**config.mk**
```make
export PLATFORM = sky130hd
export DESIGN_NAME = axi_lsu_xbar_demux_flat
export DESIGN_NICKNAME = d
export VERILOG_FILES = /design/src/rtl/axi_lsu_xbar_demux_if.sv /design/src/rtl/axi_lsu_xbar_demux.sv /design/src/flat_wrapper.sv
export SDC_FILE = /design/constraint.sdc
export NUM_CORES = 1
export LEC_CHECK = 0
export ABC_AREA = 1
export BUFFER_PORTS_ARGS = -buffer_cell sky130_fd_sc_hd__buf_4
export CAP_MARGIN = 20
export CORE_AREA = 2 2 260 262
export DETAILED_ROUTE_END_ITERATION = 8
export DIE_AREA = 0 0 262 264
export HOLD_SLACK_MARGIN = 0.06
export SETUP_SLACK_MARGIN = 0.05
export SLEW_MARGIN = 25
export SYNTH_ARGS = -nofsm -noshare
export SYNTH_HDL_FRONTEND = slang
export SYNTH_SLANG_ARGS = --single-unit
```
**constraint.sdc**
```tcl
create_clock -name clk -period 4.05 [get_ports clk]
set_clock_uncertainty 0.15 [all_clocks]
set_input_delay 0 -clock clk [delete_from_list [all_inputs] [get_ports clk]]
set_output_delay 0 -clock clk [all_outputs]
set_load 0.1 [all_outputs]
```
**src/rtl/axi_lsu_xbar_demux_if.sv**
```systemverilog
// axi_lsu_xbar_demux_if: LSU-side AXI4 port plus the per-slave ports of the LSU demux
interface axi_lsu_xbar_demux_if #(
  parameter int NUM_SLV = 2,
  parameter int TAG_W = 3,
  parameter int ATTR_W = 21
);
  logic lsu_axi_awvalid, lsu_axi_awready;
  logic [TAG_W-1:0] lsu_axi_awid;
  logic [31:0] lsu_axi_awaddr;
  logic [7:0] lsu_axi_awlen;
  logic [ATTR_W-1:0] lsu_axi_awattr;
  logic lsu_axi_wvalid, lsu_axi_wready, lsu_axi_wlast;
  logic [63:0] lsu_axi_wdata;
  logic [7:0] lsu_axi_wstrb;
  logic lsu_axi_bvalid, lsu_axi_bready;
  logic [TAG_W-1:0] lsu_axi_bid;
  logic [1:0] lsu_axi_bresp;
  logic lsu_axi_arvalid, lsu_axi_arready;
  logic [TAG_W-1:0] lsu_axi_arid;
  logic [31:0] lsu_axi_araddr;
  logic [7:0] lsu_axi_arlen;
  logic [ATTR_W-1:0] lsu_axi_arattr;
  logic lsu_axi_rvalid, lsu_axi_rready, lsu_axi_rlast;
  logic [TAG_W-1:0] lsu_axi_rid;
  logic [63:0] lsu_axi_rdata;
  logic [1:0] lsu_axi_rresp;
  logic [NUM_SLV-1:0] m_awvalid, m_awready, m_wvalid, m_wready, m_bvalid, m_bready;
  logic [NUM_SLV-1:0] m_arvalid, m_arready, m_rvalid, m_rready, m_rlast;
  logic [TAG_W-1:0] m_awid, m_arid;
  logic [31:0] m_awaddr, m_araddr;
  logic [7:0] m_awlen, m_arlen;
  logic [ATTR_W-1:0] m_awattr, m_arattr;
  logic [63:0] m_wdata;
  logic [7:0] m_wstrb;
  logic m_wlast;
  logic [NUM_SLV-1:0][TAG_W-1:0] m_bid, m_rid;
  logic [NUM_SLV-1:0][1:0] m_bresp, m_rresp;
  logic [NUM_SLV-1:0][63:0] m_rdata;
  modport slave (
    input lsu_axi_awvalid, lsu_axi_awid, lsu_axi_awaddr, lsu_axi_awlen, lsu_axi_awattr,
    input lsu_axi_wvalid, lsu_axi_wdata, lsu_axi_wstrb, lsu_axi_wlast, lsu_axi_bready,
    input lsu_axi_arvalid, lsu_axi_arid, lsu_axi_araddr, lsu_axi_arlen, lsu_axi_arattr, lsu_axi_rready,
    input m_awready, m_wready, m_bvalid, m_bid, m_bresp, m_arready, m_rvalid, m_rid, m_rdata, m_rresp, m_rlast,
    output lsu_axi_awready, lsu_axi_wready, lsu_axi_bvalid, lsu_axi_bid, lsu_axi_bresp,
    output lsu_axi_arready, lsu_axi_rvalid, lsu_axi_rid, lsu_axi_rdata, lsu_axi_rresp, lsu_axi_rlast,
    output m_awvalid, m_awid, m_awaddr, m_awlen, m_awattr, m_wvalid, m_wdata, m_wstrb, m_wlast, m_bready,
    output m_arvalid, m_arid, m_araddr, m_arlen, m_arattr, m_rready
  );
  modport master (
    output lsu_axi_awvalid, lsu_axi_awid, lsu_axi_awaddr, lsu_axi_awlen, lsu_axi_awattr,
    output lsu_axi_wvalid, lsu_axi_wdata, lsu_axi_wstrb, lsu_axi_wlast, lsu_axi_bready,
    output lsu_axi_arvalid, lsu_axi_arid, lsu_axi_araddr, lsu_axi_arlen, lsu_axi_arattr, lsu_axi_rready,
    output m_awready, m_wready, m_bvalid, m_bid, m_bresp, m_arready, m_rvalid, m_rid, m_rdata, m_rresp, m_rlast,
    input lsu_axi_awready, lsu_axi_wready, lsu_axi_bvalid, lsu_axi_bid, lsu_axi_bresp,
    input lsu_axi_arready, lsu_axi_rvalid, lsu_axi_rid, lsu_axi_rdata, lsu_axi_rresp, lsu_axi_rlast,
    input m_awvalid, m_awid, m_awaddr, m_awlen, m_awattr, m_wvalid, m_wdata, m_wstrb, m_wlast, m_bready,
    input m_arvalid, m_arid, m_araddr, m_arlen, m_arattr, m_rready
  );
endinterface

```
**src/rtl/axi_lsu_xbar_demux.sv**
```systemverilog
// axi_lsu_xbar_demux: 1-to-NUM_SLV AXI4 demux for the LSU port with in-order tracking and a DECERR responder
module axi_lsu_xbar_demux #(
  parameter int NUM_SLV = 2,
  parameter int TAG_W = 3,
  parameter int MAX_OUTST = 4,
  parameter int ATTR_W = 21,
  parameter logic [NUM_SLV-1:0][31:0] SLV_LO = {32'h8000_0000, 32'h2000_0000},
  parameter logic [NUM_SLV-1:0][31:0] SLV_HI = {32'hFFFF_FFFF, 32'h7FFF_FFFF}
) (
  input logic clk,
  input logic rst,
  axi_lsu_xbar_demux_if.slave bus
);
  localparam int SW = $clog2(NUM_SLV + 1);
  localparam int CW = $clog2(MAX_OUTST + 1);
  localparam logic [SW-1:0] ERR = SW'(NUM_SLV);
  localparam logic [CW-1:0] MAXC = CW'(MAX_OUTST);
  logic [SW-1:0] ar_tgt, aw_tgt, rd_sel, wr_sel;
  logic [CW-1:0] rd_cnt, wr_cnt, w_pend;
  logic [TAG_W-1:0] er_id, ew_id;
  logic [7:0] er_left;
  logic er_busy, ew_b, rd_ok, wr_ok, ar_hs, aw_hs, r_hs, w_hs, b_hs;
  function automatic logic [SW-1:0] dec(input logic [31:0] a);
    dec = ERR;
    for (int i = NUM_SLV - 1; i >= 0; i--)
      if (a >= SLV_LO[i] && a <= SLV_HI[i]) dec = SW'(i);
  endfunction
  assign bus.m_awid = bus.lsu_axi_awid;
  assign bus.m_awaddr = bus.lsu_axi_awaddr;
  assign bus.m_awlen = bus.lsu_axi_awlen;
  assign bus.m_awattr = ATTR_W'(bus.lsu_axi_awattr);
  assign bus.m_arid = bus.lsu_axi_arid;
  assign bus.m_araddr = bus.lsu_axi_araddr;
  assign bus.m_arlen = bus.lsu_axi_arlen;
  assign bus.m_arattr = ATTR_W'(bus.lsu_axi_arattr);
  assign bus.m_wdata = bus.lsu_axi_wdata;
  assign bus.m_wstrb = bus.lsu_axi_wstrb;
  assign bus.m_wlast = bus.lsu_axi_wlast;
  assign ar_hs = bus.lsu_axi_arvalid && bus.lsu_axi_arready;
  assign aw_hs = bus.lsu_axi_awvalid && bus.lsu_axi_awready;
  assign r_hs = bus.lsu_axi_rvalid && bus.lsu_axi_rready;
  assign w_hs = bus.lsu_axi_wvalid && bus.lsu_axi_wready;
  assign b_hs = bus.lsu_axi_bvalid && bus.lsu_axi_bready;
  // ERR-selected defaults first; a matching real slave overrides them in the loop
  always_comb begin
    ar_tgt = dec(bus.lsu_axi_araddr);
    aw_tgt = dec(bus.lsu_axi_awaddr);
    rd_ok = !rst && rd_cnt < MAXC && (rd_cnt == '0 || ar_tgt == rd_sel);
    wr_ok = !rst && wr_cnt < MAXC && (wr_cnt == '0 || aw_tgt == wr_sel);
    bus.m_arvalid = '0;
    bus.m_awvalid = '0;
    bus.m_wvalid = '0;
    bus.m_rready = '0;
    bus.m_bready = '0;
    bus.lsu_axi_arready = rd_ok && ar_tgt == ERR && rd_cnt == '0;
    bus.lsu_axi_awready = wr_ok && aw_tgt == ERR && wr_cnt == '0;
    bus.lsu_axi_wready = w_pend != '0 && wr_sel == ERR;
    bus.lsu_axi_rvalid = rd_sel == ERR && er_busy;
    bus.lsu_axi_rid = er_id;
    bus.lsu_axi_rdata = '0;
    bus.lsu_axi_rresp = 2'b11;
    bus.lsu_axi_rlast = er_left == '0;
    bus.lsu_axi_bvalid = wr_sel == ERR && ew_b;
    bus.lsu_axi_bid = ew_id;
    bus.lsu_axi_bresp = 2'b11;
    for (int i = 0; i < NUM_SLV; i++) begin
      if (ar_tgt == SW'(i)) begin
        bus.m_arvalid[i] = rd_ok && bus.lsu_axi_arvalid;
        bus.lsu_axi_arready = rd_ok && bus.m_arready[i];
      end
      if (aw_tgt == SW'(i)) begin
        bus.m_awvalid[i] = wr_ok && bus.lsu_axi_awvalid;
        bus.lsu_axi_awready = wr_ok && bus.m_awready[i];
      end
      if (rd_sel == SW'(i)) begin
        bus.m_rready[i] = rd_cnt != '0 && bus.lsu_axi_rready;
        bus.lsu_axi_rvalid = rd_cnt != '0 && bus.m_rvalid[i];
        bus.lsu_axi_rid = bus.m_rid[i];
        bus.lsu_axi_rdata = bus.m_rdata[i];
        bus.lsu_axi_rresp = bus.m_rresp[i];
        bus.lsu_axi_rlast = bus.m_rlast[i];
      end
      if (wr_sel == SW'(i)) begin
        bus.m_wvalid[i] = w_pend != '0 && bus.lsu_axi_wvalid;
        bus.lsu_axi_wready = w_pend != '0 && bus.m_wready[i];
        bus.m_bready[i] = wr_cnt != '0 && bus.lsu_axi_bready;
        bus.lsu_axi_bvalid = wr_cnt != '0 && bus.m_bvalid[i];
        bus.lsu_axi_bid = bus.m_bid[i];
        bus.lsu_axi_bresp = bus.m_bresp[i];
      end
    end
  end
  always_ff @(posedge clk or posedge rst)
    if (rst) begin
      rd_sel <= '0;
      wr_sel <= '0;
      rd_cnt <= '0;
      wr_cnt <= '0;
      w_pend <= '0;
      er_busy <= 1'b0;
      er_id <= '0;
      er_left <= '0;
      ew_b <= 1'b0;
      ew_id <= '0;
    end else begin
      if (ar_hs) rd_sel <= ar_tgt;
      if (aw_hs) wr_sel <= aw_tgt;
      rd_cnt <= rd_cnt + CW'(ar_hs) - CW'(r_hs && bus.lsu_axi_rlast);
      wr_cnt <= wr_cnt + CW'(aw_hs) - CW'(b_hs);
      w_pend <= w_pend + CW'(aw_hs) - CW'(w_hs && bus.lsu_axi_wlast);
      if (ar_hs && ar_tgt == ERR) begin
        er_busy <= 1'b1;
        er_id <= bus.lsu_axi_arid;
        er_left <= bus.lsu_axi_arlen;
      end else if (r_hs && rd_sel == ERR) begin
        er_busy <= er_left != '0;
        er_left <= er_left - 8'd1;
      end
      if (aw_hs && aw_tgt == ERR) ew_id <= bus.lsu_axi_awid;
      if (w_hs && bus.lsu_axi_wlast && wr_sel == ERR) ew_b <= 1'b1;
      else if (b_hs && wr_sel == ERR) ew_b <= 1'b0;
    end
endmodule

```
**src/flat_wrapper.sv**
```systemverilog
// flat-port wrapper written by rule: the top's interface ports become plain ports
module axi_lsu_xbar_demux_flat 
#(
  parameter int NUM_SLV = 2,
  parameter int TAG_W = 3,
  parameter int MAX_OUTST = 4,
  parameter int ATTR_W = 21,
  parameter logic [NUM_SLV-1:0][31:0] SLV_LO = {32'h8000_0000, 32'h2000_0000},
  parameter logic [NUM_SLV-1:0][31:0] SLV_HI = {32'hFFFF_FFFF, 32'h7FFF_FFFF}
)
  (clk, rst, bus_lsu_axi_awvalid, bus_lsu_axi_awid, bus_lsu_axi_awaddr, bus_lsu_axi_awlen, bus_lsu_axi_awattr, bus_lsu_axi_wvalid, bus_lsu_axi_wdata, bus_lsu_axi_wstrb, bus_lsu_axi_wlast, bus_lsu_axi_bready, bus_lsu_axi_arvalid, bus_lsu_axi_arid, bus_lsu_axi_araddr, bus_lsu_axi_arlen, bus_lsu_axi_arattr, bus_lsu_axi_rready, bus_m_awready, bus_m_wready, bus_m_bvalid, bus_m_bid, bus_m_bresp, bus_m_arready, bus_m_rvalid, bus_m_rid, bus_m_rdata, bus_m_rresp, bus_m_rlast, bus_lsu_axi_awready, bus_lsu_axi_wready, bus_lsu_axi_bvalid, bus_lsu_axi_bid, bus_lsu_axi_bresp, bus_lsu_axi_arready, bus_lsu_axi_rvalid, bus_lsu_axi_rid, bus_lsu_axi_rdata, bus_lsu_axi_rresp, bus_lsu_axi_rlast, bus_m_awvalid, bus_m_awid, bus_m_awaddr, bus_m_awlen, bus_m_awattr, bus_m_wvalid, bus_m_wdata, bus_m_wstrb, bus_m_wlast, bus_m_bready, bus_m_arvalid, bus_m_arid, bus_m_araddr, bus_m_arlen, bus_m_arattr, bus_m_rready);
  axi_lsu_xbar_demux_if #(.NUM_SLV(NUM_SLV), .TAG_W(TAG_W), .ATTR_W(ATTR_W)) bus_i ();
  input logic clk;
  input logic rst;
  input wire logic [$bits(bus_i.lsu_axi_awvalid)-1:0] bus_lsu_axi_awvalid;
  input wire logic [$bits(bus_i.lsu_axi_awid)-1:0] bus_lsu_axi_awid;
  input wire logic [$bits(bus_i.lsu_axi_awaddr)-1:0] bus_lsu_axi_awaddr;
  input wire logic [$bits(bus_i.lsu_axi_awlen)-1:0] bus_lsu_axi_awlen;
  input wire logic [$bits(bus_i.lsu_axi_awattr)-1:0] bus_lsu_axi_awattr;
  input wire logic [$bits(bus_i.lsu_axi_wvalid)-1:0] bus_lsu_axi_wvalid;
  input wire logic [$bits(bus_i.lsu_axi_wdata)-1:0] bus_lsu_axi_wdata;
  input wire logic [$bits(bus_i.lsu_axi_wstrb)-1:0] bus_lsu_axi_wstrb;
  input wire logic [$bits(bus_i.lsu_axi_wlast)-1:0] bus_lsu_axi_wlast;
  input wire logic [$bits(bus_i.lsu_axi_bready)-1:0] bus_lsu_axi_bready;
  input wire logic [$bits(bus_i.lsu_axi_arvalid)-1:0] bus_lsu_axi_arvalid;
  input wire logic [$bits(bus_i.lsu_axi_arid)-1:0] bus_lsu_axi_arid;
  input wire logic [$bits(bus_i.lsu_axi_araddr)-1:0] bus_lsu_axi_araddr;
  input wire logic [$bits(bus_i.lsu_axi_arlen)-1:0] bus_lsu_axi_arlen;
  input wire logic [$bits(bus_i.lsu_axi_arattr)-1:0] bus_lsu_axi_arattr;
  input wire logic [$bits(bus_i.lsu_axi_rready)-1:0] bus_lsu_axi_rready;
  input wire logic [$bits(bus_i.m_awready)-1:0] bus_m_awready;
  input wire logic [$bits(bus_i.m_wready)-1:0] bus_m_wready;
  input wire logic [$bits(bus_i.m_bvalid)-1:0] bus_m_bvalid;
  input wire logic [$bits(bus_i.m_bid)-1:0] bus_m_bid;
  input wire logic [$bits(bus_i.m_bresp)-1:0] bus_m_bresp;
  input wire logic [$bits(bus_i.m_arready)-1:0] bus_m_arready;
  input wire logic [$bits(bus_i.m_rvalid)-1:0] bus_m_rvalid;
  input wire logic [$bits(bus_i.m_rid)-1:0] bus_m_rid;
  input wire logic [$bits(bus_i.m_rdata)-1:0] bus_m_rdata;
  input wire logic [$bits(bus_i.m_rresp)-1:0] bus_m_rresp;
  input wire logic [$bits(bus_i.m_rlast)-1:0] bus_m_rlast;
  output wire logic [$bits(bus_i.lsu_axi_awready)-1:0] bus_lsu_axi_awready;
  output wire logic [$bits(bus_i.lsu_axi_wready)-1:0] bus_lsu_axi_wready;
  output wire logic [$bits(bus_i.lsu_axi_bvalid)-1:0] bus_lsu_axi_bvalid;
  output wire logic [$bits(bus_i.lsu_axi_bid)-1:0] bus_lsu_axi_bid;
  output wire logic [$bits(bus_i.lsu_axi_bresp)-1:0] bus_lsu_axi_bresp;
  output wire logic [$bits(bus_i.lsu_axi_arready)-1:0] bus_lsu_axi_arready;
  output wire logic [$bits(bus_i.lsu_axi_rvalid)-1:0] bus_lsu_axi_rvalid;
  output wire logic [$bits(bus_i.lsu_axi_rid)-1:0] bus_lsu_axi_rid;
  output wire logic [$bits(bus_i.lsu_axi_rdata)-1:0] bus_lsu_axi_rdata;
  output wire logic [$bits(bus_i.lsu_axi_rresp)-1:0] bus_lsu_axi_rresp;
  output wire logic [$bits(bus_i.lsu_axi_rlast)-1:0] bus_lsu_axi_rlast;
  output wire logic [$bits(bus_i.m_awvalid)-1:0] bus_m_awvalid;
  output wire logic [$bits(bus_i.m_awid)-1:0] bus_m_awid;
  output wire logic [$bits(bus_i.m_awaddr)-1:0] bus_m_awaddr;
  output wire logic [$bits(bus_i.m_awlen)-1:0] bus_m_awlen;
  output wire logic [$bits(bus_i.m_awattr)-1:0] bus_m_awattr;
  output wire logic [$bits(bus_i.m_wvalid)-1:0] bus_m_wvalid;
  output wire logic [$bits(bus_i.m_wdata)-1:0] bus_m_wdata;
  output wire logic [$bits(bus_i.m_wstrb)-1:0] bus_m_wstrb;
  output wire logic [$bits(bus_i.m_wlast)-1:0] bus_m_wlast;
  output wire logic [$bits(bus_i.m_bready)-1:0] bus_m_bready;
  output wire logic [$bits(bus_i.m_arvalid)-1:0] bus_m_arvalid;
  output wire logic [$bits(bus_i.m_arid)-1:0] bus_m_arid;
  output wire logic [$bits(bus_i.m_araddr)-1:0] bus_m_araddr;
  output wire logic [$bits(bus_i.m_arlen)-1:0] bus_m_arlen;
  output wire logic [$bits(bus_i.m_arattr)-1:0] bus_m_arattr;
  output wire logic [$bits(bus_i.m_rready)-1:0] bus_m_rready;
  assign bus_i.lsu_axi_awvalid = bus_lsu_axi_awvalid;
  assign bus_i.lsu_axi_awid = bus_lsu_axi_awid;
  assign bus_i.lsu_axi_awaddr = bus_lsu_axi_awaddr;
  assign bus_i.lsu_axi_awlen = bus_lsu_axi_awlen;
  assign bus_i.lsu_axi_awattr = bus_lsu_axi_awattr;
  assign bus_i.lsu_axi_wvalid = bus_lsu_axi_wvalid;
  assign bus_i.lsu_axi_wdata = bus_lsu_axi_wdata;
  assign bus_i.lsu_axi_wstrb = bus_lsu_axi_wstrb;
  assign bus_i.lsu_axi_wlast = bus_lsu_axi_wlast;
  assign bus_i.lsu_axi_bready = bus_lsu_axi_bready;
  assign bus_i.lsu_axi_arvalid = bus_lsu_axi_arvalid;
  assign bus_i.lsu_axi_arid = bus_lsu_axi_arid;
  assign bus_i.lsu_axi_araddr = bus_lsu_axi_araddr;
  assign bus_i.lsu_axi_arlen = bus_lsu_axi_arlen;
  assign bus_i.lsu_axi_arattr = bus_lsu_axi_arattr;
  assign bus_i.lsu_axi_rready = bus_lsu_axi_rready;
  assign bus_i.m_awready = bus_m_awready;
  assign bus_i.m_wready = bus_m_wready;
  assign bus_i.m_bvalid = bus_m_bvalid;
  assign bus_i.m_bid = bus_m_bid;
  assign bus_i.m_bresp = bus_m_bresp;
  assign bus_i.m_arready = bus_m_arready;
  assign bus_i.m_rvalid = bus_m_rvalid;
  assign bus_i.m_rid = bus_m_rid;
  assign bus_i.m_rdata = bus_m_rdata;
  assign bus_i.m_rresp = bus_m_rresp;
  assign bus_i.m_rlast = bus_m_rlast;
  assign bus_lsu_axi_awready = bus_i.lsu_axi_awready;
  assign bus_lsu_axi_wready = bus_i.lsu_axi_wready;
  assign bus_lsu_axi_bvalid = bus_i.lsu_axi_bvalid;
  assign bus_lsu_axi_bid = bus_i.lsu_axi_bid;
  assign bus_lsu_axi_bresp = bus_i.lsu_axi_bresp;
  assign bus_lsu_axi_arready = bus_i.lsu_axi_arready;
  assign bus_lsu_axi_rvalid = bus_i.lsu_axi_rvalid;
  assign bus_lsu_axi_rid = bus_i.lsu_axi_rid;
  assign bus_lsu_axi_rdata = bus_i.lsu_axi_rdata;
  assign bus_lsu_axi_rresp = bus_i.lsu_axi_rresp;
  assign bus_lsu_axi_rlast = bus_i.lsu_axi_rlast;
  assign bus_m_awvalid = bus_i.m_awvalid;
  assign bus_m_awid = bus_i.m_awid;
  assign bus_m_awaddr = bus_i.m_awaddr;
  assign bus_m_awlen = bus_i.m_awlen;
  assign bus_m_awattr = bus_i.m_awattr;
  assign bus_m_wvalid = bus_i.m_wvalid;
  assign bus_m_wdata = bus_i.m_wdata;
  assign bus_m_wstrb = bus_i.m_wstrb;
  assign bus_m_wlast = bus_i.m_wlast;
  assign bus_m_bready = bus_i.m_bready;
  assign bus_m_arvalid = bus_i.m_arvalid;
  assign bus_m_arid = bus_i.m_arid;
  assign bus_m_araddr = bus_i.m_araddr;
  assign bus_m_arlen = bus_i.m_arlen;
  assign bus_m_arattr = bus_i.m_arattr;
  assign bus_m_rready = bus_i.m_rready;
  axi_lsu_xbar_demux #(.NUM_SLV(NUM_SLV), .TAG_W(TAG_W), .MAX_OUTST(MAX_OUTST), .ATTR_W(ATTR_W), .SLV_LO(SLV_LO), .SLV_HI(SLV_HI)) u_core (.clk(clk), .rst(rst), .bus(bus_i));
endmodule
```
-- Word-level counts from Yosys, hierarchy flattened
Cells that the tools add are included.
- register bits: 29
- word-level logic and storage cells: 137
- $add $sub $neg: 7
- $lt $le $gt $ge: 10
- eq/ne operators: 10
- muxes and demuxes: 42
- reduce and logical (&&, ||, !) cells: 58
- operator list (kind ; count):
    $mux W64 ; 2
    $ge A32 B30 Y1 const B ; 2
    $ge A32 B32 Y1 const B ; 2
    $le A32 B31 Y1 const B ; 2
    $le A32 B32 Y1 const B ; 2
    $logic_and A1 B1 Y1 ; 42
    $mux W1 ; 26
    $mux W2 ; 8
    $mux W8 ; 2
    $mux W3 ; 4
    $add A3 B1 Y3 ; 3
    $reduce_bool A3 Y1 ; 3
    $sub A3 B1 Y3 ; 3
    $eq A2 B1 Y1 const B ; 4
    $eq A2 B2 Y1 const B ; 4
    $logic_not A2 Y1 ; 4
    $logic_not A8 Y1 ; 1
    $reduce_bool A8 Y1 ; 1
    $sub A8 B1 Y8 const B ; 1
    $logic_not A3 Y1 ; 2
    $lt A3 B3 Y1 const B ; 2
    $eq A2 B2 Y1 ; 2
    $reduce_bool A2 Y1 ; 2
    $logic_or A1 B1 Y1 ; 2
    $logic_not A1 Y1 ; 1

-- Logic depth before layout (Yosys ltp)
Gate-level depths: netlist (run 1).
- depth after elaboration: 14
- depth in mapped cells: 16
- mapped depth without buffers: 16

-- Worst setup path after synthesis (run 1)
No wires, ideal clock.
- path type: flip-flop to flip-flop
- start: register u_core.er_left[2]
- end: register u_core.rd_cnt[2]
- arrival time: 3591 ps
- required time: 3771 ps
- slack: 180 ps
- stages on the path, launching flop included: 13
- buffers on the path: 0
- clock period less this slack: 3870 ps
- path through: dfrtp_1 > nor2_1 > nand2_1 > inv_1 > nand4_1 > o211ai_1 > and3_1 > ha_1 > inv_1 > ha_1 > fa_1 > xnor2_1 > xor2_1
- word-level cells in the longest chain between the ends: 5
- ends and longest elaborated chain (what ; line ; RTL):
    from (decl) ; axi_lsu_xbar_demux.sv:21 ; logic [7:0] er_left;
    from (signal assigned) ; axi_lsu_xbar_demux.sv:114 ; er_left <= bus.lsu_axi_arlen;
    from (signal assigned) ; axi_lsu_xbar_demux.sv:117 ; er_left <= er_left - 8'd1;
    $logic_not A8 Y1 ; axi_lsu_xbar_demux.sv:62 ; bus.lsu_axi_rlast = er_left == '0;
    $mux W1 (2 in series) ; axi_lsu_xbar_demux.sv:75 ; if (rd_sel == SW'(i)) begin
    net bus_lsu_axi_rlast ; flat_wrapper.sv:52 ; output wire logic [$bits(bus_i.lsu_axi_rlast)-1:0] bus_lsu_axi_rlast;
    $logic_and A1 B1 Y1 ; axi_lsu_xbar_demux.sv:108 ; rd_cnt <= rd_cnt + CW'(ar_hs) - CW'(r_hs && bus.lsu_axi_rlast);
    $sub A3 B1 Y3 ; axi_lsu_xbar_demux.sv:108 ;
    to (signal assigned) ; axi_lsu_xbar_demux.sv:108 ;
    to (decl) ; axi_lsu_xbar_demux.sv:19 ; logic [CW-1:0] rd_cnt, wr_cnt, w_pend;
The timed path passes the listed nets, and every way through them passes these cells.
A chain may end at the register's enable or synchronous reset.

-- Worst setup path in the final report (run 1)
- start: register u_core.wr_cnt[2]
- end: register u_core.ew_id[1]
- word-level cells in the longest chain between the ends: 9
- elaborated cells between the ends (all ways): 13
- those cells by class: order compare (1); mux (2); reduce/logical (10)
- ends and longest elaborated chain (what ; line ; RTL):
    from (decl) ; axi_lsu_xbar_demux.sv:19 ;
    from (signal assigned) ; axi_lsu_xbar_demux.sv:109 ; wr_cnt <= wr_cnt + CW'(aw_hs) - CW'(b_hs);
    $lt A3 B3 Y1 or $logic_not A3 Y1 (tied branches) ; axi_lsu_xbar_demux.sv:49, axi_lsu_xbar_demux.sv:56 ;
    $logic_and A1 B1 Y1 or $logic_or A1 B1 Y1 (tied branches) ; axi_lsu_xbar_demux.sv:49 ; wr_ok = !rst && wr_cnt < MAXC && (wr_cnt == '0 || aw_tgt == wr_sel);
    $logic_and A1 B1 Y1 ; axi_lsu_xbar_demux.sv:49 ;
    $logic_and A1 B1 Y1 (2 in series) ; axi_lsu_xbar_demux.sv:56 ; bus.lsu_axi_awready = wr_ok && aw_tgt == ERR && wr_cnt == '0;
    $mux W1 ; axi_lsu_xbar_demux.sv:71 ; if (aw_tgt == SW'(i)) begin
    $mux W1 * ; axi_lsu_xbar_demux.sv:71 ;
    $logic_and A1 B1 Y1 * ; axi_lsu_xbar_demux.sv:40 ; assign aw_hs = bus.lsu_axi_awvalid && bus.lsu_axi_awready;
    $logic_and A1 B1 Y1 * ; axi_lsu_xbar_demux.sv:119 ; if (aw_hs && aw_tgt == ERR) ew_id <= bus.lsu_axi_awid;
    to (signal assigned) ; axi_lsu_xbar_demux.sv:119 ;
    to (decl) ; axi_lsu_xbar_demux.sv:20 ; logic [TAG_W-1:0] er_id, ew_id;
Mark *: on every way between the ends. The rest lies on a longest branch, timed or not.

==> results of run 1 <==
cells in the mapped netlist, drive strengths merged:
cell	count	share of area, %
o21ai	11	1.3
nor2	21	2.2
nand2	90	8.1
clkbuf	11	0.97
a21oi	3	0.44
ha	8	2.4
or2	1	0.15
o31ai	1	0.18
a22o	66	14
nand3	25	3.2
xnor2	6	1.2
fa	3	1.4
and3	1	0.15
nor3	8	0.94
nand4	13	2.3
o211ai	4	0.71
buf	209	37
o31a	1	0.21
dfrtp	29	17
o22a	4	0.82
inv	53	4.7
xor2	7	1.4
cell families after synthesis:
kind of cell             after synthesis
AO/OA/AOI/OAI                         90
XOR/XNOR                              13
adder cells (fa/ha/maj)               11
buffers and inverters                273
flip-flops                            29
AND/OR/NAND/NOR                      159
layout make-up:
cell class / count / area, um^2
Antenna cell: 12 / 30.0
Clock buffer: 5 / 125
Clock inverter: 3 / 17.5
Fill cell: 7680 / 58300
Inverter: 53 / 199
Multi-Input combinational cell: 273 / 1730
Sequential cell: 29 / 726
Tap cell: 873 / 1090
Timing Repair Buffer: 513 / 4390
worst paths after layout:
kind | from | slack (ps) | cells past startpoint | endpoint
setup / recovery | u_core.wr_cnt[2] | 1140 | 11 | u_core.ew_id[1]
hold / removal | bus_m_arready[1] | 140 | 5 | u_core.rd_sel[1]
setup reg to reg | u_core.wr_cnt[2] | 1140 | 11 | u_core.ew_id[1]
hold reg to reg | u_core.rd_cnt[2] | 350 | 1 | u_core.rd_cnt[2]
max in group asynchronous | rst | 3120 | 4 | u_core.er_id[2]
min in group asynchronous | rst | 310 | 4 | u_core.wr_sel[1]
power breakdown:
group          switching, mW  total, mW  internal [mW]
Sequential             0.103      0.522          0.419
Clock                  0.148      0.374          0.225
Combinational           3.56       4.55          0.990
placed cells by master (no fill, tap or decap):
master         instances
nand2_2                2
inv_1                 48
a21oi_2                1
and3_1                 1
buf_12                 1
xor2_1                 7
nand3_1               23
clkbuf_16              5
a21oi_1                2
nand2_1               88
nor2_4                 2
nand4_4                1
nand3_2                2
nor2_1                19
o22a_1                 4
clkinv_2               2
or2_2                  1
o31a_1                 1
nor3_1                 8
o21ai_1                2
o31ai_1                1
inv_2                  5
dlygate4sd3_1        210
buf_4                301
buf_2                  1
o21ai_0                9
xnor2_1                6
nand4_1               12
dfrtp_1               29
fa_1                   3
diode_2               12
o211ai_1               4
a22o_1                66
ha_1                   8
clkinvlp_4             1
flip-flops by register name, indices dropped and copies added, names as in the netlist:
name	cells
u_core.ew_id	3
u_core.wr_sel	2
u_core.ew_b	1
u_core.rd_sel	2
u_core.rd_cnt	3
u_core.er_left	8
u_core.er_busy	1
u_core.er_id	3
u_core.w_pend	3
u_core.wr_cnt	3
layer usage:
metal / part of all wire [%] / GRT usage (%) / routed length, um / up-vias
li1: - / - / - / 2312
met1: 34 / 8.78 / 11500 / 2260
met2: 52 / 16.9 / 17500 / 371
met3: 12 / 4.02 / 4060 / 44
met4: 1.3 / 1.31 / 445 / 14
met5: 0.24 / 0 / 80 / -
worst min-delay path, delay by kind of cell:
kind,cells,cell delay (ps)
buf+inv,1,120
simple gates,2,260
compound gates,2,160
what timing repair did:
action                                 CTS  global route
hold buffers                           212             0
endpoints found under the hold margin  230             0
setup endpoints to repair                0             0
==> flow_metrics.tcl, run 1 <==
set metrics [dict create \
    status "finished, final reports clean" \
    ant_nets 0 \
    startpoint_type "register" \
    place_ws_ps 1470 \
    synth-seq-cells 29 \
    power_leakage_nw 3.86 \
    cp_data_required_time_ps 4120 \
    power.total_mw 5.45 \
    synth_adder_area_share_pct 3.77 \
    critical-path-slowest-cell "dlygate4sd3_1" \
    ctsResizeCount 0 \
    rows 95 \
    slew_headroom_pct 26.5 \
    grt_max_degree 65 \
    postCtsSetupBuffers 0 \
    arrival_ps 2980 \
    final_cells 1761 \
    drv_slew 0 \
    synth_top_family_by_area "buffers and inverters" \
    cap_violations 0 \
    max_freq_mhz 343 \
    area_growth_pct 95.4 \
    syn_nets 954 \
    cts_buffers 5 \
    pwr_density_cell_mw_per_mm2 656 \
    cp_top_family "simple AND/OR/NAND/NOR gates" \
    cts_tree "built" \
    fin_setup_tns_ps 0 \
    hold_viol_final 0 \
    synth.distinct_cells 32 \
    synthMuxAreaShare_pct 0 \
    hp-class "input pin to register" \
    place_area_mm2 0.00600 \
    crit_buf_inv 2 \
    path_max_fanout 6 \
    grt_pass1_vias 4940 \
    drive_gt1_share_pct 37.1 \
    cts_buffer_depth 2 \
    antenna_found_initial 26 \
    synth_seq_area_share_pct 17.1 \
    dp_hpwl_mm 28.4 \
    numClockSinks 29 \
    drt-total-wl_mm 33.6 \
    post_drt_wl_per_cell_um 19.1 \
    die-area_mm2 0.0692 \
    period_share_pct 72.0 \
    die_x_um 262 \
    cp-end-kind "register" \
    clkLatencyLatePin_ps 280 \
    final_area_mm2 0.00830 \
    initial_utilization_pct 6.39 \
    root_buffer "clkbuf_16" \
    peakVddDrop_mv 0.443 \
    critPathMostFrequentCell "nand2_1" \
    synth_area_mm2 0.00425 \
    place.port_buffers 298 \
    yosys_warnings 0 \
    setup_viol_count_final 0 \
    path_class "register to register" \
    synthCells 575 \
    gr-total-overflow 0 \
    drtPass1Iterations 6 \
    post-route-util_pct 12.5 \
    placedCellCount 1529 \
    io_pins 659 \
    max_slew.worst_pin.slew_ps 1100 \
    fin_nets 1254 \
    synth_xor_area_share_pct 2.68 \
    cpPeakStageDelay_ps 580 \
    synthSimpleGateAreaFrac_pct 17.0 \
    whs_ps 141 \
    clk_pin_slew_ps 60 \
    design.core.area_mm2 0.0666 \
    track_usage_pct 8.84 \
    h-tree-depth 2 \
    setup_slack_ps 1140 \
    grt_pass1_wl_mm 41.0 \
    drt_iter0_drc 156 \
    avgSynthCellArea_um2 7.39 \
    period_needed_ps 2910 \
    rsz0062_at_grt "no" \
    drc 0 \
    vias_per_cell 2.84 \
    vias 5001 \
    synth-compound-area-share_pct 17.3 \
    gp_congestion 0.757 \
    path_cells "nor3_1 -> nand2_1 -> nand2_1 -> nand2_1 -> nand2_1 -> nand2_1 -> nor2_4 -> nand4_1 -> dlygate4sd3_1 -> nand2_1 -> dlygate4sd3_1" \
    die_h_um 264 \
]
Power figures use the tool's default switching activity.
==> run 2: changes to the inputs <==
CORE_AREA = 2 2 259 261   (was 2 2 260 262)
DIE_AREA = 0 0 261 263   (was 0 0 262 264)
clock period = 2.4 ns   (was 4.05 ns; I/O delays follow)
==> run 2 against run 1 <==
Compared with the run above: the run now ends with setup timing left; die area shrank 0.76%; wire length decreased by 17%; final cell count rose by 1.7%; global-route usage shrank 1.6 points; sequential power increased by 71%; sequential share of layout area fell by 0.47 points; largest power group unchanged; register-to-register slack got worse by 1100 ps; non-clock buffer count is 37 higher; via count grew 3.6%.
==> flow_metrics.tcl, run 2 (synthesis gave the netlist of run 1 again) <==
set metrics [dict create \
    status "complete, but fails checks" \
    violations "setup timing" \
    fin_nets 1291 \
    hp-class "input pin to register" \
    root_buffer "clkbuf_16" \
    vias 5182 \
    numClockSinks 29 \
    reg2reg_depth 12 \
    switchingPower_mw 6.58 \
    p_clk_share_pct 6.2 \
    multi_input_area_mm2 0.00187 \
    path_class "register to register" \
    cts_buffers 5 \
    place_ws_ps -3.92 \
    place.port_buffers 298 \
    path_cells "nor2_2 -> nand2_1 -> inv_2 -> nand4_1 -> o211ai_1 -> and3_1 -> ha_1 -> inv_1 -> ha_2 -> fa_2 -> xnor2_2 -> xor2_1" \
    dp_hpwl_mm 22.4 \
    rsz0062_at_grt "yes" \
    design.core.area_mm2 0.0656 \
    die_x_um 261 \
    max_slew.worst_pin.slew_ps 1120 \
    seq_area_um2 728 \
    area_growth_pct 107 \
    track_usage_pct 7.19 \
    p_sw_share_pct 67.3 \
    gp_congestion 0.745 \
    hold_viol_final 0 \
    vias_per_cell 2.89 \
    largest_reg_flops 8 \
    arrival_ps 2420 \
    clkLatencyLatePin_ps 280 \
    fin_setup_tns_ps -13.3 \
    hold_start "bus_lsu_axi_wlast" \
    die_h_um 263 \
    antenna_found_initial 21 \
    clk_pin_slew_ps 50 \
    drv_slew 0 \
    die-area_mm2 0.0686 \
    r2r_end "u_core.rd_cnt[2]" \
    power.internal_mw 3.20 \
    timing.rr.start "u_core.er_left[2]" \
    period_share_pct 101 \
    drt_iter0_drc 202 \
    grt_pass1_wl_mm 35.2 \
    max_freq_mhz 414 \
    path_max_fanout 3 \
    mostFrequentLayoutCells "buf_4, dlygate4sd3_1, nand2_1, a22o_1, inv_1" \
    cpPeakStageDelay_ps 380 \
    io_pins 659 \
    n_fill_cell 7470 \
    combPwrFrac_pct 84.6 \
    layout_commonest_cell "buf_4" \
    setup_slack_ps -13.3 \
    slew_headroom_pct 25.0 \
    gr-total-overflow 0 \
    startpoint_type "register" \
    cts_tree "built" \
    drtPass1Iterations 4 \
    rows 94 \
    grt_max_degree 65 \
    peakVddDrop_mv 0.390 \
    cp-end-kind "register" \
    drc 0 \
    drt-total-wl_mm 27.9 \
    cp_data_required_time_ps 2410 \
    seqPwrFrac_pct 9.1 \
    critical-path-slowest-cell "dfrtp_1" \
    initial_utilization_pct 6.48 \
    setup_viol_count_final 1 \
    pwr_density_cell_mw_per_mm2 1110 \
    ant_nets 0 \
    power_leakage_nw 4.08 \
    min_to "u_core.ew_b" \
    grt_pass1_vias 5006 \
    post_drt_wl_per_cell_um 15.6 \
    h-tree-depth 2 \
    drive_gt1_share_pct 44.7 \
    cts_buffer_depth 2 \
    min_path_cells 5 \
    rrSetupSlack_ps -10 \
    top_register "u_core.er_left" \
    period_needed_ps 2410 \
    cap_violations 0 \
]
==> run 2: changes by cell type in the layout (fill, tap and decap cells not counted), moves of 4 or more <==
cell           previous run  this run
nor2_2                    0         5
buf_12                    1         5
nor3_2                    0         6
nor2_1                   19        13
inv_1                    48        38
nand2_1                  88        83
ha_1                      8         4
buf_6                     0        12
nor3_1                    8         1
inv_2                     5        13
buf_4                   301       329
nand2_2                   2         6
dlygate4sd3_1           210       203
==> run 2: worst max-delay path by stage <==
stage	endpoint	cells after the start	slack [ps]	from
3_3_place_gp	u_core.rd_cnt[2]	12	50	u_core.er_left[3]
3_5_place_dp	u_core.rd_cnt[2]	12	-4	u_core.er_left[3]
4_1_cts	u_core.rd_cnt[2]	11	20	u_core.er_left[0]
5_1_grt	u_core.rd_cnt[2]	12	-140	u_core.er_left[2]
6_report	u_core.rd_cnt[2]	12	-10	u_core.er_left[2]
2_1_floorplan	u_core.rd_cnt[2]	12	-1380	u_core.er_left[3]
==> run 2: repair_timing <==
action,in CTS,in global routing
hold buffers,204,0
resized for setup,4,33
endpoints found under the hold margin,230,0
setup buffers,6,8
pin swaps,2,9
setup endpoints to repair,4,12
==> run 2: worst max-delay path: cells and delay by family (launching register included) <==
family / cells / cell delay [ps]
buf+inv: 2 / 100
simple gates: 4 / 490
fa+ha+maj: 3 / 630
xor+xnor: 2 / 280
flops: 1 / 380
compound gates: 1 / 250
==> run 2: final cells by class <==
class,instances,share of cell area [%]
clock buffers,8,1.55
multi-input cells,273,21.3
inverters,53,2.36
flip-flops and latches,29,8.27
well taps,864,12.3
diodes,14,0.398
repair buffers,550,53.9
==> run 2: layer usage <==
metal	routed length, um	share of wire (%)	GRT usage (%)	vias to the layer above
li1	-	-	-	2396
met1	10200	37	7.84	2357
met2	13500	48	12.6	383
met3	3490	12	3.07	34
met4	590	2.1	2.06	12
met5	78	0.28	0	-
==> run 2: power groups by stage <==
stage / registers [mW] / logic (mW) / clock network (mW)
3_3_place_gp: 0.876 / 6.60 / 0
4_1_cts: 0.883 / 8.18 / 0.651
5_1_grt: 0.920 / 8.63 / 0.660
3_5_place_dp: 0.885 / 6.61 / 0
2_1_floorplan: 0.860 / 6.26 / 0
6_report: 0.892 / 8.28 / 0.611
==> run 2: stage by stage <==
step                      utilization, %  total power [mW]  hold WS [ps]  area [um^2]  instances
final                               13.4              9.79           107         8800       1791
after global routing                13.4              10.2           140         8800       1788
after CTS                           13.1              9.71          84.1         8620       1769
after detailed placement            9.72              7.49          -149         6380       1551
after global placement              9.72              7.47          -149         6380       1551
after floorplan                        -              7.11          -236         4340        575
==> run 3: changes to the inputs <==
CELL_PAD_IN_SITES_DETAIL_PLACEMENT = 1   (was unset)
CELL_PAD_IN_SITES_GLOBAL_PLACEMENT = 2   (was unset)
CORE_AREA = 2 2 260 262   (was 2 2 259 261)
DIE_AREA = 0 0 262 264   (was 0 0 261 263)
PLACE_DENSITY_LB_ADDON = 0.1   (was unset)
==> run 3 against run 2 <==
Compared with the run above: first-iteration DRC count is 41% lower; largest power group unchanged; critical path depth stayed put; the flow still finishes with violations (setup timing); critical endpoint unchanged; wire length is 7.4% higher; via count is 0.77% lower.
==> flow_metrics.tcl, run 3 (synthesis gave the netlist of run 1 again) <==
set metrics [dict create \
    status "complete, but fails checks" \
    violations "setup timing" \
    arrival_ps 2470 \
    vias_per_cell 2.85 \
    track_usage_pct 7.88 \
    drt_iter0_drc 120 \
    reg2reg_depth 12 \
    period_share_pct 102 \
    cp_data_required_time_ps 2430 \
    dp_hpwl_mm 23.5 \
    power.internal_mw 3.41 \
    p_clk_share_pct 6.4 \
    max_freq_mhz 410 \
    combPwrFrac_pct 85.0 \
    design.core.area_mm2 0.0666 \
    die-area_mm2 0.0692 \
    hp-class "input pin to register" \
    area_growth_pct 111 \
    gr-total-overflow 0 \
    slew_headroom_pct 28.3 \
    startpoint_type "register" \
    power_leakage_nw 4.20 \
    gp_congestion 0.640 \
    drc 0 \
    layout_commonest_cell "buf_4" \
    cts_tree "built" \
    numClockSinks 29 \
    post_drt_wl_per_cell_um 16.6 \
    path_max_fanout 2 \
    ant_nets 0 \
    fin_setup_tns_ps -39.3 \
    period_needed_ps 2440 \
    n_fill_cell 7880 \
    mostFrequentLayoutCells "buf_4, dlygate4sd3_1, nand2_1, a22o_1, inv_1" \
    clkLatencyLatePin_ps 300 \
    grt_max_degree 68 \
    vias 5142 \
    drtPass1Iterations 4 \
    cap_violations 0 \
    antenna_found_initial 5 \
    seqPwrFrac_pct 8.6 \
    place.port_buffers 298 \
    hold_start "bus_lsu_axi_araddr[31]" \
    clk_pin_slew_ps 60 \
    drv_slew 0 \
    setup_slack_ps -39.3 \
    h-tree-depth 2 \
    min_path_cells 5 \
    largest_reg_flops 8 \
    timing.rr.start "u_core.er_left[3]" \
    drt-total-wl_mm 30.0 \
    grt_pass1_vias 5331 \
    max_slew.worst_pin.slew_ps 1070 \
    pwr_density_cell_mw_per_mm2 1130 \
    final_area_mm2 0.00897 \
    path_class "register to register" \
    cp-end-kind "register" \
    place_area_mm2 0.00653 \
    setup_viol_count_final 1 \
    cts_buffers 5 \
    rows 95 \
    cts_buffer_depth 2 \
    grt_pass1_wl_mm 39.2 \
    initial_utilization_pct 6.39 \
    io_pins 659 \
    fin_nets 1308 \
    rsz0062_at_grt "yes" \
    critPathLaunch "u_core.er_left[3]" \
    drive_gt1_share_pct 46.1 \
    die_x_um 262 \
    p_sw_share_pct 66.4 \
    top_register "u_core.er_left" \
    die_h_um 264 \
    root_buffer "clkbuf_16" \
    switchingPower_mw 6.75 \
    hold_viol_final 0 \
    post-route-util_pct 13.5 \
    peakVddDrop_mv 0.309 \
]
## run 3: power groups by stage
stage          sequential (mW)  combinational (mW)  clock [mW]
2_1_floorplan            0.860                6.26           0
3_3_place_gp             0.868                6.96           0
3_5_place_dp             0.873                6.90           0
4_1_cts                  0.868                8.63       0.715
5_1_grt                  0.902                9.09       0.715
6_report                 0.870                8.64       0.650
## run 3: cell type report
cell class	count	area [um^2]	area share (%)
Timing Repair Buffer	567	4910	54.8
Sequential cell	29	728	8.12
Inverter	53	208	2.32
Clock buffer	8	136	1.52
Tap cell	873	1090	12.2
Multi-Input combinational cell	273	1890	21.1
Antenna cell	1	2.50	0.0279
## run 3: critical path, stage by stage (launching register included)
cell and delay (ps):
dfrtp_1 390, nor2_2 140, nand2_1 80, inv_2 60, nand4_1 130, o211ai_1 230
and3_1 200, ha_1 120, inv_1 40, ha_2 160, fa_2 350, xnor2_2 140
xor2_1 140
## run 3: worst paths after layout
check,end,slack [ps]
max in group asynchronous,u_core.wr_sel[0],1380
min in group asynchronous,u_core.wr_cnt[0],350
hold / removal,u_core.rd_sel[1],90
hold reg to reg,u_core.ew_id[1],350
setup reg to reg,u_core.rd_cnt[2],-40
setup / recovery,u_core.rd_cnt[2],-40
## run 3: routing by layer
metal | up-vias | GRT usage (%) | share of wire (%)
met3 | 22 | 1.92 | 7.8
met1 | 2421 | 8.12 | 35
met2 | 290 | 15.7 | 56
met5 | - | 0 | 0.040
li1 | 2407 | - | -
met4 | 2 | 1.69 | 1.6
## run 3: through the flow
stage,instances,setup WS [ps],total power [mW],hold slack [ps]
after global placement,1576,-63.9,7.83,-149
after detailed placement,1576,-131,7.77,-149
final,1804,-39.3,10.2,86.8
after CTS,1798,-70.8,10.2,80.6
after floorplan,575,-1380,7.11,-236
after global routing,1804,-225,10.7,120
## run 3: repair_timing
action	4_1_cts	5_1_grt
gates resized for setup	15	32
setup buffers	10	5
setup endpoints to repair	29	29
endpoints found under the hold margin	231	0
pin swaps	5	16
hold buffers	203	0
gates cloned	1	0
